[config.mk]
export PLATFORM = sky130hd
export DESIGN_NAME = line_burst_adapter
export DESIGN_NICKNAME = d
export VERILOG_FILES = /design/src/rtl/line_burst_adapter.sv
export SDC_FILE = /design/constraint.sdc
export NUM_CORES = 1
export LEC_CHECK = 0
export ABC_AREA = 1
export ABC_CLOCK_PERIOD_IN_PS = 1500
export BUFFER_PORTS_ARGS = -buffer_cell sky130_fd_sc_hd__clkbuf_2
export CORE_ASPECT_RATIO = 0.8
export CORE_UTILIZATION = 30
export CTS_BUF_LIST = sky130_fd_sc_hd__clkbuf_8 sky130_fd_sc_hd__clkbuf_16
export CTS_CLUSTER_DIAMETER = 40
export DETAILED_ROUTE_END_ITERATION = 10
export GPL_TIMING_DRIVEN = 0
export PLACE_DENSITY = 0.57
export SKIP_CTS_REPAIR_TIMING = 1
export SYNTH_ARGS = -nofsm -noshare
export SYNTH_HDL_FRONTEND = slang
export SYNTH_SLANG_ARGS = --single-unit
export TNS_END_PERCENT = 20
[constraint.sdc]
create_clock -name clk -period 1.5 [get_ports clk]
set_input_delay 0.3 -clock clk [delete_from_list [all_inputs] [get_ports clk]]
set_output_delay 0.3 -clock clk [all_outputs]
set_load 0.02 [all_outputs]
[src/rtl/line_burst_adapter.sv]
// Line-to-burst adapter: serves one 256-bit cache line request at a time as a
// fixed 4-beat burst on the 64-bit physical memory bus.
module line_burst_adapter #(
    parameter int unsigned LINE_W  = 256,
    parameter int unsigned BURST_W = 64,
    parameter int unsigned ADDR_W  = 32
) (
    input  logic               clk,
    input  logic               rst_n,
    input  logic [ADDR_W-1:0]  pmem_address,
    input  logic               pmem_read,
    input  logic               pmem_write,
    input  logic [LINE_W-1:0]  pmem_wdata,
    output logic [LINE_W-1:0]  pmem_rdata,
    output logic               pmem_resp,
    output logic [ADDR_W-1:0]  burst_address,
    output logic               burst_read,
    output logic               burst_write,
    output logic [BURST_W-1:0] burst_wdata,
    input  logic [BURST_W-1:0] burst_rdata,
    input  logic               burst_resp
);

    localparam int unsigned BEATS    = LINE_W / BURST_W;
    localparam int unsigned OFFSET_W = $clog2(LINE_W / 8);
    localparam int unsigned CNT_W    = $clog2(BEATS);

    typedef enum logic [1:0] {
        IDLE,
        RD_BURST,
        WR_BURST,
        DONE
    } state_e;

    state_e             state_q;
    logic [CNT_W-1:0]   count_q;
    logic [CNT_W-1:0]   count_d;
    logic               last_beat;
    logic [ADDR_W-1:0]  addr_q;
    logic [LINE_W-1:0]  wline_q;
    logic [LINE_W-1:0]  rdata_q;
    logic               resp_q;
    logic               bread_q;
    logic               bwrite_q;
    logic [BURST_W-1:0] bwdata_q;

    // Byte offset within the line is irrelevant: bursts are always line aligned.
    logic addr_offset_unused;
    assign addr_offset_unused = ^pmem_address[OFFSET_W-1:0];

    // Beat counter increment and final-beat detect.
    always_comb begin
        count_d   = count_q + CNT_W'(1);
        last_beat = (count_q == CNT_W'(BEATS - 1));
    end

    // Request acceptance, beat sequencing and all registered outputs.
    always_ff @(posedge clk or negedge rst_n) begin
        if (!rst_n) begin
            state_q  <= IDLE;
            count_q  <= '0;
            addr_q   <= '0;
            wline_q  <= '0;
            rdata_q  <= '0;
            resp_q   <= 1'b0;
            bread_q  <= 1'b0;
            bwrite_q <= 1'b0;
            bwdata_q <= '0;
        end else begin
            resp_q <= 1'b0;
            case (state_q)
                IDLE: begin
                    // Read wins when both are raised; the write is dropped.
                    if (pmem_read) begin
                        state_q <= RD_BURST;
                        addr_q  <= {pmem_address[ADDR_W-1:OFFSET_W], OFFSET_W'(0)};
                        count_q <= '0;
                    end else if (pmem_write) begin
                        state_q <= WR_BURST;
                        addr_q  <= {pmem_address[ADDR_W-1:OFFSET_W], OFFSET_W'(0)};
                        wline_q <= pmem_wdata;
                        count_q <= '0;
                    end
                end
                RD_BURST: begin
                    if (!bread_q) begin
                        bread_q <= 1'b1;
                    end else if (burst_resp) begin
                        for (int k = 0; k < int'(BEATS); k++) begin
                            if (count_q == CNT_W'(k)) begin
                                rdata_q[k*BURST_W +: BURST_W] <= burst_rdata;
                            end
                        end
                        count_q <= count_d;
                        if (last_beat) begin
                            bread_q <= 1'b0;
                            resp_q  <= 1'b1;
                            state_q <= DONE;
                        end
                    end
                end
                WR_BURST: begin
                    if (!bwrite_q) begin
                        bwrite_q <= 1'b1;
                        bwdata_q <= wline_q[BURST_W-1:0];
                    end else if (burst_resp) begin
                        for (int k = 0; k < int'(BEATS) - 1; k++) begin
                            if (count_q == CNT_W'(k)) begin
                                bwdata_q <= wline_q[(k+1)*BURST_W +: BURST_W];
                            end
                        end
                        count_q <= count_d;
                        if (last_beat) begin
                            bwrite_q <= 1'b0;
                            bwdata_q <= '0;
                            resp_q   <= 1'b1;
                            state_q  <= DONE;
                        end
                    end
                end
                DONE: begin
                    state_q <= IDLE;
                end
                default: begin
                    state_q <= IDLE;
                end
            endcase
        end
    end

    assign pmem_rdata    = rdata_q;
    assign pmem_resp     = resp_q;
    assign burst_address = addr_q;
    assign burst_read    = bread_q;
    assign burst_write   = bwrite_q;
    assign burst_wdata   = bwdata_q;

endmodule
==> impl_metrics.json <==
{
  "outcome": "finished with violations",
  "violations": "negative hold slack, negative setup slack",
  "syn-cell-area_mm2": 0.0261,
  "grt_pass1_vias": 23100,
  "wirelength_um": 112000,
  "cts_tree": "done",
  "drt_iter0_markers": 1947,
  "r2r_start": "state_q[1]$_DFFE_PN0P_",
  "endpoint_kind": "flip-flop",
  "drc": 0,
  "die_y_um": 266,
  "insertion_delay_ns": 0.64,
  "reg2reg_depth": 8,
  "min_period_ns": 1.83,
  "portBuffers": 701,
  "drive_gt1_share_pct": 30.8,
  "syn_area_per_cell_um2": 8.05,
  "syn_to_final_growth_pct": 60.7,
  "fillCellCount": 8042,
  "avgRoutedWirePerCell_um": 19.7,
  "fmax_mhz": 546,
  "nNetsFinal": 4848,
  "slowest_delay_ns": 0.43,
  "antenna_found_initial": 14,
  "core_area_mm2": 0.0860,
  "cts_sinks": 610,
  "cp.arrival_ns": 2.33,
  "root_buffer": "clkbuf_16",
  "min_period_over_period_pct": 122,
  "cpLargestDelayFamily": "buffers and inverters",
  "seq_area_mm2": 0.0153,
  "synthCells": 3249,
  "dp_hpwl_um": 76500,
  "dieArea_mm2": 0.0883,
  "critical_path_class": "reg -> reg",
  "fin_skew_ns": 0.0273,
  "synth.ff_latch_count": 610,
  "maxCapViolations": 0,
  "grtUsageTotal_pct": 22.6,
  "report.final.slew_viol_count": 0,
  "ir_drop_v": 0.00110,
  "crit_buf_inv": 5,
  "ys_seq_area_share_pct": 58.4,
  "fin_cells": 5701,
  "overflow": 0,
  "worst_pin_slew_ns": 0.630,
  "ctsLongestPathBuffers": 3,
  "dr.pass1.iters": 5,
  "r2r_slack_ns": -0.33,
  "reg2reg_to": "pmem_rdata[212]$_DFFE_PN0P_",
  "hold_viol_final": 211,
  "viasPerCell": 4.62,
  "hold_class": "in -> async",
  "grt_setup_unrepaired": "true",
  "start_kind": "flip-flop",
  "place_congestion": 0.899,
  "die_w_um": 332,
  "finalSetupTns_ns": -141.65,
  "synth_cell_types": 22,
  "yosysWarnings": 0,
  "p_leak_nw": 22.3,
  "vias": 26400,
  "setup_ws_ns": -0.330,
  "crit_slowest_cell": "dfrtp_2",
  "place_inst": 5087,
  "initial_utilization_pct": 30.4,
  "fp-row-count": 96,
  "crit_fanout": 10,
  "path_cells": "inv_4 > ha_4 > clkinvlp_4 > nor3_4 > buf_6 > buf_12 > buf_6 > o21ai_0",
  "multi_input_area_mm2": 0.00920,
  "whs_ns": -0.252,
  "slew_headroom_pct": 58.0,
  "power-per-cell-area_mw_per_mm2": 2160,
  "cpMostUsedCell": "buf_6",
  "grt_pass1_wl_um": 149000,
  "ios": 712,
  "ant_nets": 0,
  "htree_num_levels": 3,
  "cts.reportedPaths.clkPinSlew_ns": 0.05,
  "crit_start": "state_q[1]$_DFFE_PN0P_",
  "cp_data_required_time_ns": 2.00,
  "setup_violations": 655,
  "grt_start_max_net_pins": 106,
  "numCtsBuffers": 96
}
-- where the power goes --
| group | total, mW | switching, mW | internal (mW) |
|---|---|---|---|
| sequential | 29.0 | 4.48 | 24.5 |
| combinational | 38.7 | 24.2 | 14.5 |
| clock | 23.3 | 8.78 | 14.6 |
| total | 91.0 | 37.5 | 53.5 |
-- metrics by stage --
step                setup slack (ns)  power (mW)  cell area, um^2  hold slack, ns  util, %
floorplan                    -0.0475        46.4            26200         0.00441        -
global placement              -15.15        58.7            31100           0.465     36.1
detailed placement             -1.15        59.2            31300           0.225     36.3
CTS                            -1.17        82.9            34700          -0.466     40.3
global route                  -0.412        96.2            42000          -0.213     48.9
finish                        -0.330        91.0            42000          -0.252     48.9
-- area by class of cell --
| type | count | area share, % |
|---|---|---|
| Timing Repair Buffer | 1130 | 20.4 |
| Inverter | 556 | 5.02 |
| Tap cell | 1127 | 3.36 |
| Antenna cell | 13 | 0.0774 |
| Sequential cell | 610 | 36.3 |
| Clock buffer | 112 | 6.32 |
| Buffer | 175 | 4.81 |
| Multi-Input combinational cell | 1912 | 21.9 |
| Clock inverter | 66 | 1.77 |
-- metal layers --
metal  track usage, %  share of wire (%)  up-vias
met2             33.9                 45     1096
li1                 -                  -    12300
met1             31.7                 45    12700
met5                0              0.029        -
met3             4.76                6.0      307
met4             9.35                4.1        6
-- cells in the mapped netlist --
| library cell | number | area share [%] |
|---|---|---|
| nand2_1 | 1075 | 15 |
| dfrtp_1 | 610 | 58 |
| inv_1 | 554 | 8.0 |
| o21ai_0 | 441 | 8.4 |
| nor2_1 | 259 | 3.7 |
| buf_2 | 113 | 2.2 |
| a21oi_1 | 66 | 1.3 |
| clkbuf_1 | 52 | 0.75 |
| o21ai_1 | 39 | 0.75 |
| ha_1 | 10 | 0.48 |
| buf_1 | 5 | 0.072 |
| buf_4 | 5 | 0.14 |
| nand4_1 | 4 | 0.096 |
| nor3_1 | 4 | 0.077 |
| nand3_1 | 3 | 0.057 |
| inv_2 | 2 | 0.029 |
| nor2_2 | 2 | 0.048 |
| a21boi_0 | 1 | 0.029 |
| conb_1 | 1 | 0.014 |
| nand3_2 | 1 | 0.038 |
| nor3_2 | 1 | 0.038 |
| o21ai_2 | 1 | 0.034 |
-- cell families (layout without fill, tap and decap cells) --
kind of cell | after synthesis | in the layout | synth area share, %
buf+inv | 731 | 2039 | 11.1
compound gates | 548 | 548 | 10.5
other cells | 1 | 18 | 0.0143
flops | 610 | 610 | 58.4
simple gates | 1349 | 1349 | 19.5
fa+ha+maj | 10 | 10 | 0.479
-- registers in the layout, indices dropped and copies added (netlist names) --
| register | flops |
|---|---|
| pmem_rdata | 256 |
| wline_q | 256 |
| burst_wdata | 64 |
| burst_address | 27 |
| count_q | 2 |
| state_q | 2 |
| burst_read | 1 |
| burst_write | 1 |
| pmem_resp | 1 |
-- worst max path at each step --
stage | end | slack [ns] | cells past startpoint
floorplan | pmem_rdata[100]$_DFFE_PN0P_ | -0.05 | 7
global placement | pmem_rdata[73]$_DFFE_PN0P_ | -15.15 | 1
detailed placement | burst_wdata[43]$_DFFE_PN0P_ | -1.15 | 9
CTS | burst_wdata[43]$_DFFE_PN0P_ | -1.17 | 9
global route | pmem_rdata[188]$_DFFE_PN0P_ | -0.41 | 9
finish | pmem_rdata[212]$_DFFE_PN0P_ | -0.33 | 8
-- layout by cell type, fill, tap and decap left out, drive strengths merged --
master	netlist	final
dfrtp	610	610
bufinv	0	10
buf	123	191
nand3	4	4
a21oi	66	66
a21boi	1	1
clkinv	0	13
dlygate4sd3	0	343
nor2	261	261
nor3	5	5
nand4	4	4
conb	1	5
diode	0	13
o21ai	481	481
clkinvlp	0	17
ha	10	10
inv	556	582
clkbuf	52	883
nand2	1075	1075
Power figures use the tool's default switching activity.
